$ cat config.mk
export PLATFORM = sky130hd
export DESIGN_NAME = video_fetcher_flat
export DESIGN_NICKNAME = d
export VERILOG_FILES = /design/src/rtl/video_fetcher_if.sv /design/src/rtl/video_fetcher.sv /design/src/flat_wrapper.sv
export SDC_FILE = /design/constraint.sdc
export NUM_CORES = 1
export LEC_CHECK = 0
export BUFFER_PORTS_ARGS = -buffer_cell sky130_fd_sc_hd__buf_2
export CAP_MARGIN = 10
export CORE_MARGIN = 1
export CORE_UTILIZATION = 55
export DETAILED_ROUTE_END_ITERATION = 16
export GPL_ROUTABILITY_DRIVEN = 0
export PLACE_DENSITY = 0.79
export SLEW_MARGIN = 40
export SYNTH_ARGS = -nofsm -noshare
export SYNTH_HDL_FRONTEND = slang
export SYNTH_SLANG_ARGS = --single-unit
$ cat constraint.sdc
create_clock -name CLK_I -period 6.35 [get_ports CLK_I]
set_input_delay 0.9525 -clock CLK_I [delete_from_list [all_inputs] [get_ports CLK_I]]
set_output_delay 0.9525 -clock CLK_I [all_outputs]
set_load 0.02 [all_outputs]
$ cat src/rtl/video_fetcher_if.sv
// Wishbone classic read-only bus between the playfield fetcher (master) and video memory (slave).
interface video_fetcher_if #(
  parameter int AW = 23
);
  logic          CYC_O;
  logic          STB_O;
  logic [AW-1:0] ADR_O;
  logic [15:0]   DAT_I;
  logic          ACK_I;

  modport master (output CYC_O, STB_O, ADR_O, input DAT_I, ACK_I);
  modport slave  (input CYC_O, STB_O, ADR_O, output DAT_I, ACK_I);
endinterface

$ cat src/rtl/video_fetcher.sv
// Per-scanline playfield DMA: reads one line of halfwords over Wishbone into the line buffer store port.
//   state   | meaning
//   IDLE    | waiting for HSYNC_I, tracking VSYNC_I into the line pointer
//   FETCH   | bus cycle open, storing each acknowledged halfword
//   RESTART | one dead cycle after an aborting HSYNC_I, then starts the captured line
module video_fetcher #(
  parameter int AW = 23
) (
  input  logic             CLK_I,
  input  logic             RST_I,
  input  logic             VSYNC_I,
  input  logic             HSYNC_I,
  input  logic             FETCH_EN_I,
  input  logic [AW-1:0]    FB_BASE_I,
  input  logic [9:0]       LINE_LEN_I,
  video_fetcher_if.master  wb,
  output logic [8:0]       S_ADR_O,
  output logic [15:0]      S_DAT_O,
  output logic             S_WE_O,
  output logic             BUSY_O,
  output logic             UNDERRUN_O
);

  typedef enum logic [1:0] {IDLE = 2'd0, FETCH = 2'd1, RESTART = 2'd2} state_t;

  state_t        state_q, state_d;
  logic [AW-1:0] lp_q, lp_d;
  logic [AW-1:0] adr_q, adr_d;
  logic [9:0]    len_q, len_d;
  logic [9:0]    cnt_q, cnt_d;
  logic [9:0]    rlen_q, rlen_d;
  logic          ren_q, ren_d;
  logic          cyc_q, cyc_d;
  logic          swe_q, swe_d;
  logic [8:0]    sadr_q, sadr_d;
  logic [15:0]   sdat_q, sdat_d;
  logic          und_q, und_d;

  logic [9:0]    len_in;
  logic [AW-1:0] len_ext;
  logic          ack;
  logic          last;
  logic          start_req;
  logic [9:0]    start_len;

  assign len_in  = (LINE_LEN_I > 10'd512) ? 10'd512 : LINE_LEN_I;
  assign len_ext = {{(AW-10){1'b0}}, len_q};
  assign ack     = wb.ACK_I & cyc_q;
  assign last    = (cnt_q == len_q - 10'd1);

  always_comb begin
    state_d   = state_q;
    lp_d      = lp_q;
    adr_d     = adr_q;
    len_d     = len_q;
    cnt_d     = cnt_q;
    rlen_d    = rlen_q;
    ren_d     = ren_q;
    cyc_d     = cyc_q;
    swe_d     = 1'b0;
    sadr_d    = sadr_q;
    sdat_d    = sdat_q;
    und_d     = 1'b0;
    start_req = 1'b0;
    start_len = len_in;

    case (state_q)
      IDLE, RESTART: begin
        // RESTART replays the HSYNC that aborted the previous line with its captured settings
        if (state_q == RESTART) begin
          start_req = ren_q && (rlen_q != 10'd0);
          start_len = rlen_q;
        end else begin
          start_req = HSYNC_I && FETCH_EN_I && (len_in != 10'd0);
        end
        if (VSYNC_I) lp_d = FB_BASE_I;
        if (start_req) begin
          len_d   = start_len;
          adr_d   = VSYNC_I ? FB_BASE_I : lp_q;
          cnt_d   = 10'd0;
          cyc_d   = 1'b1;
          state_d = FETCH;
        end else begin
          state_d = IDLE;
        end
      end
      FETCH: begin
        if (ack) begin
          swe_d  = 1'b1;
          sadr_d = cnt_q[8:0];
          sdat_d = wb.DAT_I;
          adr_d  = adr_q + 1'b1;
          cnt_d  = cnt_q + 10'd1;
        end
        if (VSYNC_I) begin
          cyc_d   = 1'b0;
          lp_d    = FB_BASE_I;
          rlen_d  = len_in;
          ren_d   = FETCH_EN_I;
          state_d = HSYNC_I ? RESTART : IDLE;
        end else if (HSYNC_I) begin
          // lp still advances by the full line so the frame geometry survives an underrun
          cyc_d   = 1'b0;
          und_d   = !(ack && last);
          lp_d    = lp_q + len_ext;
          rlen_d  = len_in;
          ren_d   = FETCH_EN_I;
          state_d = RESTART;
        end else if (ack && last) begin
          cyc_d   = 1'b0;
          lp_d    = lp_q + len_ext;
          state_d = IDLE;
        end
      end
      default: state_d = IDLE;
    endcase
  end

  always_ff @(posedge CLK_I) begin
    if (RST_I) begin
      state_q <= IDLE;
      lp_q    <= '0;
      adr_q   <= '0;
      len_q   <= '0;
      cnt_q   <= '0;
      rlen_q  <= '0;
      ren_q   <= 1'b0;
      cyc_q   <= 1'b0;
      swe_q   <= 1'b0;
      sadr_q  <= '0;
      sdat_q  <= '0;
      und_q   <= 1'b0;
    end else begin
      state_q <= state_d;
      lp_q    <= lp_d;
      adr_q   <= adr_d;
      len_q   <= len_d;
      cnt_q   <= cnt_d;
      rlen_q  <= rlen_d;
      ren_q   <= ren_d;
      cyc_q   <= cyc_d;
      swe_q   <= swe_d;
      sadr_q  <= sadr_d;
      sdat_q  <= sdat_d;
      und_q   <= und_d;
    end
  end

  assign wb.CYC_O   = cyc_q;
  assign wb.STB_O   = cyc_q;
  assign wb.ADR_O   = adr_q;
  assign S_WE_O     = swe_q;
  assign S_ADR_O    = sadr_q;
  assign S_DAT_O    = sdat_q;
  assign UNDERRUN_O = und_q;
  assign BUSY_O     = (state_q != IDLE);

endmodule

$ cat src/flat_wrapper.sv
// flat-port wrapper written by rule: the top's interface ports become plain ports
module video_fetcher_flat 
#(
  parameter int AW = 23
)
  (CLK_I, RST_I, VSYNC_I, HSYNC_I, FETCH_EN_I, FB_BASE_I, LINE_LEN_I, S_ADR_O, S_DAT_O, S_WE_O, BUSY_O, UNDERRUN_O, wb_CYC_O, wb_STB_O, wb_ADR_O, wb_DAT_I, wb_ACK_I);
  video_fetcher_if #(.AW(AW)) wb_i ();
  input  logic CLK_I;
  input  logic RST_I;
  input  logic VSYNC_I;
  input  logic HSYNC_I;
  input  logic FETCH_EN_I;
  input  logic [AW-1:0] FB_BASE_I;
  input  logic [9:0] LINE_LEN_I;
  output logic [8:0] S_ADR_O;
  output logic [15:0] S_DAT_O;
  output logic S_WE_O;
  output logic BUSY_O;
  output logic UNDERRUN_O;
  output wire logic [$bits(wb_i.CYC_O)-1:0] wb_CYC_O;
  output wire logic [$bits(wb_i.STB_O)-1:0] wb_STB_O;
  output wire logic [$bits(wb_i.ADR_O)-1:0] wb_ADR_O;
  input wire logic [$bits(wb_i.DAT_I)-1:0] wb_DAT_I;
  input wire logic [$bits(wb_i.ACK_I)-1:0] wb_ACK_I;
  assign wb_CYC_O = wb_i.CYC_O;
  assign wb_STB_O = wb_i.STB_O;
  assign wb_ADR_O = wb_i.ADR_O;
  assign wb_i.DAT_I = wb_DAT_I;
  assign wb_i.ACK_I = wb_ACK_I;
  video_fetcher #(.AW(AW)) u_core (.CLK_I(CLK_I), .RST_I(RST_I), .VSYNC_I(VSYNC_I), .HSYNC_I(HSYNC_I), .FETCH_EN_I(FETCH_EN_I), .FB_BASE_I(FB_BASE_I), .LINE_LEN_I(LINE_LEN_I), .wb(wb_i), .S_ADR_O(S_ADR_O), .S_DAT_O(S_DAT_O), .S_WE_O(S_WE_O), .BUSY_O(BUSY_O), .UNDERRUN_O(UNDERRUN_O));
endmodule
==> results.toml <==
[finish]
n_antenna_cell = 0
register_area_um2 = 2142
post-route-cell-area_um2 = 6900
final_layout_size_suffix_gt1_share_pct = 17.55
post-route-util_pct = 63.65
multi_input_comb_area_um2 = 3726
final_standard_cell_count_with_taps_included_and_fillers_excluded = 1023
num-nets-final = 947
area.growth.synth_to_final_pct = 12.57
fillCellCount = 984

[cts]
ctsHoldBuffers = 0
clock_input_transition_at_the_sequential_cells_of_the_worst_setup_and_hold_paths_ns = 0.10
clk_latency_worst_skew_pair_ns = 0.39
clockBufferDepth = 2
numClockSinks = 107
cts_tree = "built"
number_of_setup_buffers_added_after_cts = 0
ctsHtreeMaxLevel = 3
cts_buffers = 9
number_of_gates_resized_after_cts = 0
cts-root-buf = "sky130_fd_sc_hd__clkbuf_8"

[sta]
hold_vio_cnt_final = 0
timing.final.crit_period_ns = 3.222
hold_slack_ns = 0.4555
setup_violations = 0
finalCritPeriodShare_pct = 50.74
finalClockSkew_ns = 0.009242
worst-slew-pin-transition_ns = 0.8027
maxSlewHeadroom_pct = 46.29
maximum_clock_rate_mhz = 310.3
grt_setup_unrepaired = "no"
tns_ns = 0
slew_violations = 0

[placement]
postPlaceCellArea_um2 = 6698
buffer_ports.inserted = 107
hpwlAfterDp_mm = 11.95
post-place-cells = 1007

[logic_synthesis]
seq_area_frac_synth_pct = 34.95
syn-instance-count = 810
yosys.area.top_type_share_pct = 34.95
syn_area_um2 = 6130
async_set_or_reset_register_ratio_after_synthesis_pct = 0
ys.warnings.count = 0
post_synth_main_area_contributors = "sky130_fd_sc_hd__dfxtp_1 (35%), sky130_fd_sc_hd__a21oi_1 (8.3%), sky130_fd_sc_hd__nand2_1 (6.9%)"
synthesis.nets = 879
number_of_storage_elements_in_the_synthesis_netlist = 107
synth_cell_type_count = 68
dominantRegCellSynth = "sky130_fd_sc_hd__dfxtp_1"
synth-edff-count = 0
synth.largest_area_cell = "sky130_fd_sc_hd__dfxtp_1"
avgSynthCellArea_um2 = 7.567

[worst_hold_path]
worstHoldPathType = "reg -> reg"

[die]
floorplan.die.width_um = 107.6
die_area_um2 = 11570
placeable_core_area_um2 = 10840
floorplan.rows = 38
initial_core_util_pct = 56.54
fp.dieH_um = 107.6
num_io_pins = 108

[worst_setup_path]
worst-path-max-fanout = 10
crit_path_end_kind = "register"
cp_slowest_cell = "sky130_fd_sc_hd__a2111oi_4"
critical_path.n_buffers_inverters = 1
cpPeakStageDelay_ns = 0.64
crit_required_ns = 6.63
worst_path_dominant_cell_family = "compound AO/OA/AOI/OAI gates"
crit_chain = "inv_1, ha_1, o21ba_1, a221oi_1, a41oi_1, or3_4, a2111oi_4, nor2_2, o221a_1"
start_kind = "register"
critical_path_class = "reg -> reg"
cp_data_arrival_time_ns = 3.50

[routing]
detailedRoute.firstPassIterationCount = 6
drtIter0Drc = 784
post_drt_via_cell_ratio = 6.320
post-route-drc-count = 0
drtAntennaViolNets = 0
avgRoutedWirePerCell_um = 17.01
routed-via-count = 6465
routed_wirelength_mm = 17.41

[status]
outcome = "completed"

[power]
vdd_drop_max_uv = 147.9
leakage_nw = 2.689
power.density_nw_per_um2 = 208.1

[grt]
antenna_found_initial = 0
grt_pass1_vias = 5703
globalRoute.totalOverflow = 0
grt_max_degree = 88
global_route_wire_length_before_repair_mm = 27.62
globalRouteTotalUtil_pct = 30.20

[flow_run]
cap_violations = 0
-- through the flow --
step	setup WS [ns]	total power, mW
6_report	3.128	1.436
5_1_grt	2.997	1.491
4_1_cts	3.180	1.429
3_5_place_dp	3.202	1.002
3_3_place_gp	3.003	0.9922
2_1_floorplan	3.712	0.9220
-- layout make-up --
cell class              count  share of cell area, %
well taps                 140                  2.539
inverters                  16                 0.8704
repair buffers            115                  8.685
clock buffers              10                  1.849
clock inverters             6                  1.015
multi-input cells         629                  54.00
flip-flops and latches    107                  31.04
-- registers in the layout, summed over array words and instances (netlist names) --
signal	cells
u_core.wb.CYC_O	1
u_core.cnt_q	10
u_core.ren_q	1
u_core.len_q	10
u_core.S_WE_O	1
u_core.rlen_q	10
u_core.S_DAT_O	16
u_core.S_ADR_O	9
u_core.wb.ADR_O	23
u_core.state_q	2
u_core.lp_q	23
u_core.UNDERRUN_O	1
-- synthesized netlist by cell type, drive strengths merged (2+ instances only) --
cell	instances
a211o	2
a211oi	31
a21o	7
a21oi	102
a221oi	3
a22o	2
a311oi	2
a31oi	15
a32oi	2
a41oi	5
and3	10
buf	11
clkbuf	47
dfxtp	107
ha	13
inv	16
mux2i	11
nand2	112
nand2b	5
nand3	22
nand3b	12
nand4	8
nor2	75
nor2b	3
nor3	26
nor3b	10
nor4	4
o211ai	4
o21a	6
o21ai	57
o221a	7
o22ai	7
o31ai	12
o32ai	2
or2	3
or3	7
or4	2
xnor2	10
xor2	12
-- power by group --
group | leakage [nW] | internal, mW | switching, mW
combinational | 1.71 | 0.101 | 0.158
sequential | 0.873 | 0.699 | 0.0367
clock | 0.102 | 0.187 | 0.254
-- final timing paths --
path | start | slack, ns | cells past startpoint | end
max | u_core.len_q[0] | 3.13 | 9 | u_core.lp_q[16]
min reg2reg | u_core.S_DAT_O[8] | 0.46 | 2 | u_core.S_DAT_O[8]
min | u_core.S_DAT_O[8] | 0.46 | 2 | u_core.S_DAT_O[8]
max reg2reg | u_core.len_q[0] | 3.13 | 9 | u_core.lp_q[16]
-- placed cells by master (no fill, tap or decap), drive strengths merged, types with 3 or more instances in the layout --
master  synthesis  final
nand2b          5      5
clkbuf         47     10
o21ai          57     57
nor2           75     75
a21o            7      7
o221a           7      7
ha             13     13
inv            16     19
or2             3      3
xnor2          10     10
a211oi         31     31
nor4            4      4
o22ai           7      7
a21oi         102    102
a221oi          3      3
a41oi           5      5
o21a            6      6
nand2         112    112
and3           10     10
nand4           8      8
a31oi          15     15
buf            11    115
or3             7      7
mux2i          11     11
nor3           26     26
nand3b         12     12
nand3          22     22
nor3b          10     10
o211ai          4      4
nor2b           3      3
dfxtp         107    107
xor2           12     12
o31ai          12     12
-- tightest hold or removal path, delay by kind of cell, from the launching register on --
| kind | cells | cell delay [ns] |
|---|---|---|
| AOI/OAI and AO/OA | 1 | 0.05 |
| DFF | 1 | 0.32 |
| and+or+nand+nor | 1 | 0.05 |
-- per-layer routing --
layer | global-route usage (%) | vias to the layer above | part of all wire [%]
li1 | - | 3074 | -
met1 | 42.07 | 3039 | 44
met2 | 47.44 | 325 | 46
met3 | 4.903 | 27 | 8.2
met4 | 9.687 | 0 | 1.5
met5 | 0 | - | 0
-- logic make-up (layout without fill, tap and decap cells) --
family	count (synthesis)	after routing	synth area share (%)
AO/OA/AOI/OAI	279	279	29.09
XOR/XNOR	22	22	3.143
adder cells (fa/ha/maj)	14	14	2.980
buffers and inverters	74	147	4.695
AND/OR/NAND/NOR	302	302	23.17
multiplexers	12	12	1.980
flip-flops	107	107	34.95
(Power assumes the default switching activity.)
